**src/rtl/multicycle_control.sv**
```systemverilog
// Multi-cycle RV32I-subset control FSM around a shared ALU.
// Moore outputs from state/instr; only FETCH and BRANCH strobes see inputs.
module multicycle_control (
  input  logic        clk,
  input  logic        rst,
  input  logic [31:0] instr,
  input  logic        EQ,
  input  logic        mem_ready,
  output logic        mem_req,
  output logic        mem_we,
  output logic        AdrSrc,
  output logic        IRwrite,
  output logic        PCwrite,
  output logic        RegWrite,
  output logic [2:0]  ALUctrl,
  output logic [1:0]  ALUsrcA,
  output logic [1:0]  ALUsrcB,
  output logic [1:0]  ResultSrc,
  output logic [2:0]  ImmSrc,
  output logic        illegal,
  output logic [3:0]  state
);

  typedef enum logic [3:0] {
    FETCH     = 4'd0,
    DECODE    = 4'd1,
    MEM_ADDR  = 4'd2,
    MEM_READ  = 4'd3,
    MEM_WB    = 4'd4,
    MEM_WRITE = 4'd5,
    EXEC_R    = 4'd6,
    EXEC_I    = 4'd7,
    ALU_WB    = 4'd8,
    BRANCH    = 4'd9,
    JAL       = 4'd10,
    LUI       = 4'd11,
    TRAP      = 4'd15
  } state_t;

  localparam logic [2:0] ADD = 3'b000;
  localparam logic [2:0] SUB = 3'b001;
  localparam logic [2:0] AND = 3'b010;
  localparam logic [2:0] OR  = 3'b011;
  localparam logic [2:0] XOR = 3'b100;
  localparam logic [2:0] SLT = 3'b101;
  localparam logic [2:0] SLL = 3'b110;
  localparam logic [2:0] SRL = 3'b111;

  localparam logic [2:0] IMM_I = 3'b000;
  localparam logic [2:0] IMM_S = 3'b001;
  localparam logic [2:0] IMM_B = 3'b010;
  localparam logic [2:0] IMM_J = 3'b011;
  localparam logic [2:0] IMM_U = 3'b100;

  state_t cur, nxt;

  logic [6:0] op;
  logic [2:0] f3;
  logic [6:0] f7;
  logic is_r, is_i, is_ld, is_st, is_br, is_jal, is_lui;
  logic r_ok, i_ok, m_ok, b_ok;
  logic [2:0] alu_fn;
  logic unused_bits;

  assign op = instr[6:0];
  assign f3 = instr[14:12];
  assign f7 = instr[31:25];
  assign unused_bits = ^{instr[24:15], instr[11:7]};

  assign is_r   = op == 7'b0110011;
  assign is_i   = op == 7'b0010011;
  assign is_ld  = op == 7'b0000011;
  assign is_st  = op == 7'b0100011;
  assign is_br  = op == 7'b1100011;
  assign is_jal = op == 7'b1101111;
  assign is_lui = op == 7'b0110111;

  // sltu/sltiu (011), sra/srai and stray funct7 bits all trap
  assign r_ok = (f7 == 7'h00 && f3 != 3'b011)
             || (f7 == 7'h20 && f3 == 3'b000);
  assign i_ok = f3 != 3'b011
             && (!(f3 == 3'b001 || f3 == 3'b101) || f7 == 7'h00);
  assign m_ok = f3 == 3'b010;
  assign b_ok = f3[2:1] == 2'b00;

  always_comb begin
    alu_fn = ADD;
    unique case (f3)
      3'b000:  alu_fn = (is_r && instr[30]) ? SUB : ADD;
      3'b001:  alu_fn = SLL;
      3'b010:  alu_fn = SLT;
      3'b100:  alu_fn = XOR;
      3'b101:  alu_fn = SRL;
      3'b110:  alu_fn = OR;
      3'b111:  alu_fn = AND;
      default: alu_fn = ADD;
    endcase
  end

  always_ff @(posedge clk) begin
    if (rst) cur <= FETCH;
    else     cur <= nxt;
  end

  always_comb begin
    nxt = cur;
    unique case (cur)
      FETCH:     if (mem_ready) nxt = DECODE;
      DECODE: begin
        unique case (1'b1)
          is_r && r_ok:                    nxt = EXEC_R;
          is_i && i_ok:                    nxt = EXEC_I;
          (is_ld || is_st) && m_ok:        nxt = MEM_ADDR;
          is_br && b_ok:                   nxt = BRANCH;
          is_jal:                          nxt = JAL;
          is_lui:                          nxt = LUI;
          default:                         nxt = TRAP;
        endcase
      end
      MEM_ADDR:  nxt = is_st ? MEM_WRITE : MEM_READ;
      MEM_READ:  if (mem_ready) nxt = MEM_WB;
      MEM_WRITE: if (mem_ready) nxt = FETCH;
      MEM_WB:    nxt = FETCH;
      EXEC_R:    nxt = ALU_WB;
      EXEC_I:    nxt = ALU_WB;
      JAL:       nxt = ALU_WB;
      LUI:       nxt = ALU_WB;
      ALU_WB:    nxt = FETCH;
      BRANCH:    nxt = FETCH;
      TRAP:      nxt = TRAP;
      default:   nxt = TRAP;
    endcase
  end

  always_comb begin
    mem_req   = 1'b0;
    mem_we    = 1'b0;
    AdrSrc    = 1'b0;
    IRwrite   = 1'b0;
    PCwrite   = 1'b0;
    RegWrite  = 1'b0;
    ALUctrl   = ADD;
    ALUsrcA   = 2'b00;
    ALUsrcB   = 2'b00;
    ResultSrc = 2'b00;
    ImmSrc    = IMM_I;
    if (!rst) begin
      unique case (cur)
        FETCH: begin
          mem_req   = 1'b1;
          ALUsrcB   = 2'b10;
          ResultSrc = 2'b10;
          IRwrite   = mem_ready;
          PCwrite   = mem_ready;
        end
        DECODE: begin
          ALUsrcA = 2'b01;
          ALUsrcB = 2'b01;
          ImmSrc  = is_br ? IMM_B : IMM_J;
        end
        MEM_ADDR: begin
          ALUsrcA = 2'b10;
          ALUsrcB = 2'b01;
          ImmSrc  = is_st ? IMM_S : IMM_I;
        end
        MEM_READ: begin
          mem_req = 1'b1;
          AdrSrc  = 1'b1;
        end
        MEM_WB: begin
          ResultSrc = 2'b01;
          RegWrite  = 1'b1;
        end
        MEM_WRITE: begin
          mem_req = 1'b1;
          mem_we  = 1'b1;
          AdrSrc  = 1'b1;
        end
        EXEC_R: begin
          ALUsrcA = 2'b10;
          ALUctrl = alu_fn;
        end
        EXEC_I: begin
          ALUsrcA = 2'b10;
          ALUsrcB = 2'b01;
          ALUctrl = alu_fn;
        end
        ALU_WB:  RegWrite = 1'b1;
        BRANCH: begin
          ALUsrcA = 2'b10;
          ALUctrl = SUB;
          PCwrite = f3[0] ? ~EQ : EQ;
        end
        JAL: begin
          PCwrite = 1'b1;
          ALUsrcA = 2'b01;
          ALUsrcB = 2'b10;
        end
        LUI: begin
          ALUsrcA = 2'b11;
          ALUsrcB = 2'b01;
          ImmSrc  = IMM_U;
        end
        default: ;
      endcase
    end
  end

  assign illegal = cur == TRAP;
  assign state   = cur;

endmodule

```
**config.mk**
```make
export PLATFORM = sky130hd
export DESIGN_NAME = multicycle_control
export DESIGN_NICKNAME = d
export VERILOG_FILES = /design/src/rtl/multicycle_control.sv
export SDC_FILE = /design/constraint.sdc
export NUM_CORES = 1
export LEC_CHECK = 0
export CAP_MARGIN = 10
export CORE_MARGIN = 1
export CORE_UTILIZATION = 55
export CTS_CLUSTER_DIAMETER = 60
export DETAILED_ROUTE_END_ITERATION = 12
export DONT_BUFFER_PORTS = 1
export PLACE_DENSITY = 0.73
export SYNTH_ARGS = -nofsm -noshare
export SYNTH_HDL_FRONTEND = slang
export SYNTH_SLANG_ARGS = --single-unit
```
**constraint.sdc**
```tcl
create_clock -name clk -period 1.3 [get_ports clk]
set_input_delay 0.26 -clock clk [delete_from_list [all_inputs] [get_ports clk]]
set_output_delay 0.26 -clock clk [all_outputs]
set_load 0.02 [all_outputs]
```
==> results.env, run 1 <==
SYNTHFLOPTYPE='dfxtp_1'
YOSYS-MUX-AREA-FRACTION_PCT=0
MAPPED_CELL_AREA_UM2=773
SYNTH_ENABLE_FLOP_CELLS=0
PLACE_INST=171
RESIZED_GATES_AFTER_CTS=54
SYNTH_COMPOUND_AREA_SHARE_PCT=29.1
SYNTH.AVG_CELL_AREA_UM2=6.29
DP_HPWL_UM=2660
CTS_HOLD_BUF=0
PORTBUFFERS=0
SYNTH_FA_HA_AREA_SHARE_PCT=0
OUTCOME='did not finish'
CTSHTREEMAXLEVEL=1
POST_SYNTH_NUM_CELL_TYPES=42
DIEWIDTH_UM=39.5
YOSYS.AREA_SHARE.XOR_XNOR_PCT=4.53
SYNTH.YOSYS.SEQ_AREA_SHARE_PCT=10.4
ERROR='[ERROR DPL-0038] Utilization greater than 100%, impossible to legalize'
SYNTH_ASYNC_RESET_RATIO_PCT=0
FP.DIEH_UM=39.5
POSTSYNTHCELLCOUNT=123
CTS_MAX_PATH_BUFFERS=2
FAILED_STAGE='4_1_cts'
YOSYS_REGISTER_BITS=4
CTS_SETUP_BUFFERS=8
GP_CONGESTION=0.859
STARTING_DENSITY_PCT=59.4
LARGEST_FAMILY_OF_LOGIC_CELLS_BY_SYNTHESIZED_AREA='simple AND/OR/NAND/NOR gates'
SYNTH_NETS=159
YS_WARN_COUNT=0
TRITONCTS_NUM_SINKS=4
FP-ROW-COUNT=13
CTS_ROOT_BUFFER='clkbuf_4'
NUMCTSBUFFERS=3
PLACED_AREA_UM2=1220
COUNT_OF_BOUNDARY_I_O_PINS=59
SYNTHESIZED_AREA_FRACTION_OCCUPIED_BY_AND_OR_NAND_NOR_CELLS_PCT=48.1
## cell families after synthesis
kind of cell | after synthesis
and+or+nand+nor | 68
AOI/OAI and AO/OA | 34
xor gates and xnor gates | 4
buffers and inverters | 13
DFF | 4
## cell usage after synthesis (all sizes together), types with 3 or more instances
master	number	area, um2
inv	5	18.8
nor3	8	40.0
nor2	13	48.8
clkbuf	3	11.3
nand2b	4	25.0
buf	5	31.3
nand2	13	48.8
xnor2	3	26.3
a31oi	4	31.3
a21oi	10	50.1
o21ai	7	35.0
nand3	4	20.0
nor3b	4	30.0
nor4	6	43.8
dfxtp	4	80.1
## metrics by stage
step | utilization (%) | setup TNS [ns] | setup WS [ns] | hold WS, ns
floorplan | - | -3.77 | -0.390 | 0.453
global placement | 93.8 | -1.37 | -0.148 | 0.330
detailed placement | 93.8 | -2.27 | -0.196 | 0.332
==> run 2: changes to the inputs <==
Settings changed: CORE_AREA set to 2 2 63 65, CORE_MARGIN 1 to not set, CORE_UTILIZATION 55 to not set, CTS_CLUSTER_DIAMETER 60 to not set, DIE_AREA set to 0 0 65 67, PLACE_DENSITY 0.73 to not set, PLACE_DENSITY_LB_ADDON set to 0.15.
Clock period 1.3 ns to 1.7 ns, I/O delays scaled along.
==> results.env, run 2 <==
MAPPED_CELL_AREA_UM2=773  # unchanged
VIA_COUNT_NORMALIZED_BY_INSTANCE_COUNT=5.27
END_KIND='output port'
SHARE_SEQ_OF_TOTAL_POWER_PCT=9.5
MIN-DELAY-PATH-CLASS='input port to register'
CLOCK_TREE_FROM_TRITONCTS='done'
NFILLCELLS=392
SYNTH_AREA_LEADER_CELL='dfxtp_1'  # unchanged
DETAILEDROUTE.FIRSTITERATIONVIOLATIONS=41
GRT.TOTAL_USAGE_PCT=14.2
TIMING.CRITICAL_PATH.FROM_TYPE='register'
MAXSLEWVIOLCOUNT=0
LAYOUT_NET_COUNT=201
GRT_PASS1_VIAS=1048
RATIO_OF_CELLS_WITH_DRIVE_ABOVE_1_IN_THE_FINAL_LAYOUT_PCT=57.7
FP.DIEH_UM=67  # was 39.5 um
HOLD-PATH-ENDPOINT='state[3]'
COMMONEST_CELLS_AFTER_ROUTING_FILL_AND_TAPS_ASIDE='29 x buf_4, 14 x buf_6, 8 x nand2_1, 7 x a21oi_1, 6 x nor2_1'
SYNTH.YOSYS.SEQ_AREA_SHARE_PCT=10.4  # unchanged
COMBPWRFRAC_PCT=82.7
HOLDCRITSTARTPOINT='rst'
SETUP_VIOLATIONS=8
FAILED_CHECKS='setup timing'
CP_SLOWEST_CELL='or4_4'
WORST-R2R-CELL-COUNT=6
DRT_DRC_VIOLATIONS_LEFT=0
POST_SYNTH_MAIN_AREA_CONTRIBUTORS='dfxtp_1 10%, a21oi_1 6.5%, nand2_1 6.3%'  # unchanged
PORTBUFFERS=0  # unchanged
ANTENNA_CELLS=0
POST_SYNTH_NUM_CELL_TYPES=42  # unchanged
INTPOWER_W=0.00132
YOSYS_REGISTER_BITS=4  # unchanged
FP-ROW-COUNT=22  # was 13
CTS_MAX_PATH_BUFFERS=2  # unchanged
CELL_CHAIN_CRITICAL_PATH='inv_2, or4_4, o32ai_2, buf_4'
GRT_START_MAX_NET_PINS=18
LARGEST_REGISTER_FFS=4
SYNTH_NETS=159  # unchanged
HOLD-PATH-CELL-COUNT=1
WORST_SLEW_MARGIN_REL_PCT=79.5
POWERDENSITY_nW_PER_UM2=1680
FINALWIRELENGTH_UM=3120
PLACE_INST=198  # was 171
LAYOUT.AREA.SEQ_UM2=92.6
TRITONCTS_NUM_SINKS=4  # unchanged
SETUP_TNS_NS=-0.307
REG2REG_FROM='state[3]'
STARTING_DENSITY_PCT=21.4  # was 59.4%
DIEAREA_UM2=4360
SYNTH_LARGEST_TYPE_AREA_FRACTION_PCT=10.4  # unchanged
CRIT_REQUIRED_NS=1.36
ANTENNA_FOUND_INITIAL=0
CLKTRANSATPATHREGS_NS=0.03
POWER.IR.VDD_WORST_uV=438
CRITICAL-PATH-TOP-DELAY-FAMILY='simple AND/OR/NAND/NOR gates'
WORST-SLEW-PIN-TRANSITION_NS=0.303
YS_WARN_COUNT=0  # unchanged
DESIGN.CORE.AREA_UM2=3610
P_LEAK_nW=0.589
SYNTH_ENABLE_FLOP_CELLS=0  # unchanged
ARRIVAL_NS=1.46
POWER.SWITCHING_W=0.00122
OUTCOME='finished with violations'  # was did not finish
PERIOD_MINUS_SLACK_NS=1.80
AREA_TAKEN_BY_MULTI_INPUT_LOGIC_GATES_UM2=882
VIAS=1111
MAXCAPVIOLCOUNT=0
AREAGROWTHSYNTHTOFINISH_PCT=96.3
CTSHTREEMAXLEVEL=1  # unchanged
SW_FRAC_OF_TOTAL_PCT=48.0
SYNTH_ASYNC_RESET_RATIO_PCT=0  # unchanged
POSTSYNTHCELLCOUNT=123  # unchanged
SYNTH.AVG_CELL_AREA_UM2=6.29  # unchanged
NUMCTSBUFFERS=3  # unchanged
MAXCLOCKFREQUENCY_GHz=0.556
WIRE_LENGTH_OF_THE_FIRST_GLOBAL_ROUTING_PASS_UM=4850
CTS_ROOT_BUFFER='clkbuf_8'  # was clkbuf_4
POST_DRT_WL_PER_CELL_UM=14.8
LAYOUT_WORST_PATH_CYCLE_SHARE_PCT=106
POST_SYNTH_MOST_FREQUENT_CELLS='13 x nand2_1, 13 x nor2_1, 10 x a21oi_1'  # unchanged
SYNTHFLOPTYPE='dfxtp_1'  # unchanged
HOLD_VIOL=0
GP_CONGESTION=0.860  # was 0.859
GRT_REMAINING_OVERFLOW=0
DIEWIDTH_UM=65  # was 39.5 um
GRT_SETUP_UNREPAIRED='true'
CRIT_PATH_MAX_INCR_DELAY_NS=0.52
DP_HPWL_UM=2320  # was 2660 um
CLKPWRFRAC_PCT=7.8
FINAL.SETUP_SKEW_NS=0.00283
DRT.ANTENNA.VIOLATING_NETS=0
WORST-PATH-MAX-FANOUT=3
DRT-PASS1-ITER-COUNT=4
COUNT_OF_BOUNDARY_I_O_PINS=59  # unchanged
CRITICAL_PATH_CLASS='register to output port'
CRIT_BUF_INV=2
NUMBER_OF_STANDARD_CELLS_IN_THE_FINAL_LAYOUT_EXCLUDING_FILLERS=211
R2R-END='state[2]'
MOSTFREQUENTLAYOUTCELL='buf_4'
WORST_SKEW_PAIR.LATE_LATENCY_NS=0.22
CTS_HOLD_BUF=0  # unchanged
FINAL_CRITICAL_PATH_SETUP_SLACK_NS=-0.0970
REGTOREGSETUPSLACK_NS=0.23
==> run 2: cell counts after synthesis <==
Identical to the previous run, type by type.
==> run 2: worst max-delay path by stage <==
stage | startpoint | end | slack [ns] | cells after the start
finish | state[2] | ALUctrl[0] | -0.1 | 4
global route | state[2] | ALUctrl[0] | -0.13 | 4
floorplan | rst | IRwrite | -0.08 | 4
detailed placement | state[1] | ALUctrl[0] | -0.004 | 4
global placement | state[1] | ALUctrl[0] | -0.007 | 4
CTS | state[2] | ALUctrl[0] | -0.11 | 4
==> run 2: logic make-up after synthesis <==
logic type | synth area share, %
AOI/OAI and AO/OA | 29.1
xor gates and xnor gates | 4.53
buffers and inverters | 7.93
DFF | 10.4
and+or+nand+nor | 48.1
==> run 2: routing by layer <==
metal	global-route usage (%)	share of wire, %	vias to the layer above
li1	-	-	540
met1	16.6	41	529
met2	27.1	53	40
met3	2.36	5.5	2
met4	2.93	0.45	0
met5	0	0	-
==> run 2: worst register-to-register path: cells and delay by family, from the launching register on <==
kind                   cells  cell delay (ns)
AO/OA/AOI/OAI              1             0.30
flip-flops                 1             0.35
AND/OR/NAND/NOR            2             0.28
buffers and inverters      3             0.43
==> run 2: timing repair <==
item,4_1_cts,5_1_grt
gates cloned,0,1
setup endpoints to repair,16,18
buffers inserted,6,4
gates resized for setup,46,19
pin swaps,12,8
endpoints found under the hold margin,0,0
==> run 2: final cells by class <==
cell class,count,area share [%]
clock buffer,3,2.72
inverter,5,1.40
multi-input combinational,106,58.1
sequential,4,6.10
tap,48,3.96
timing repair buffer,45,27.7
==> run 2: through the flow <==
step / total power (W) / hold WS (ns) / setup WS (ns) / instance area, um2 / util, %
6_report: 0.00254 / 0.201 / -0.0970 / 1520 / 42.1
5_1_grt: 0.00272 / 0.198 / -0.132 / 1520 / 42.1
4_1_cts: 0.00234 / 0.191 / -0.113 / 1390 / 38.6
3_5_place_dp: 0.00170 / 0.417 / -0.00438 / 1140 / 31.7
3_3_place_gp: 0.00169 / 0.418 / -0.00684 / 1140 / 31.7
2_1_floorplan: 0.00120 / 0.533 / -0.0831 / 901 / -
==> run 2: power by group through the flow <==
stage               clock [W]  combinational (W)  sequential (W)
floorplan                   0           0.000955        0.000243
global placement            0            0.00149        0.000201
detailed placement          0            0.00150        0.000200
CTS                  0.000203            0.00191        0.000231
global route         0.000205            0.00226        0.000253
finish               0.000198            0.00210        0.000242
(Power assumes the default switching activity.)
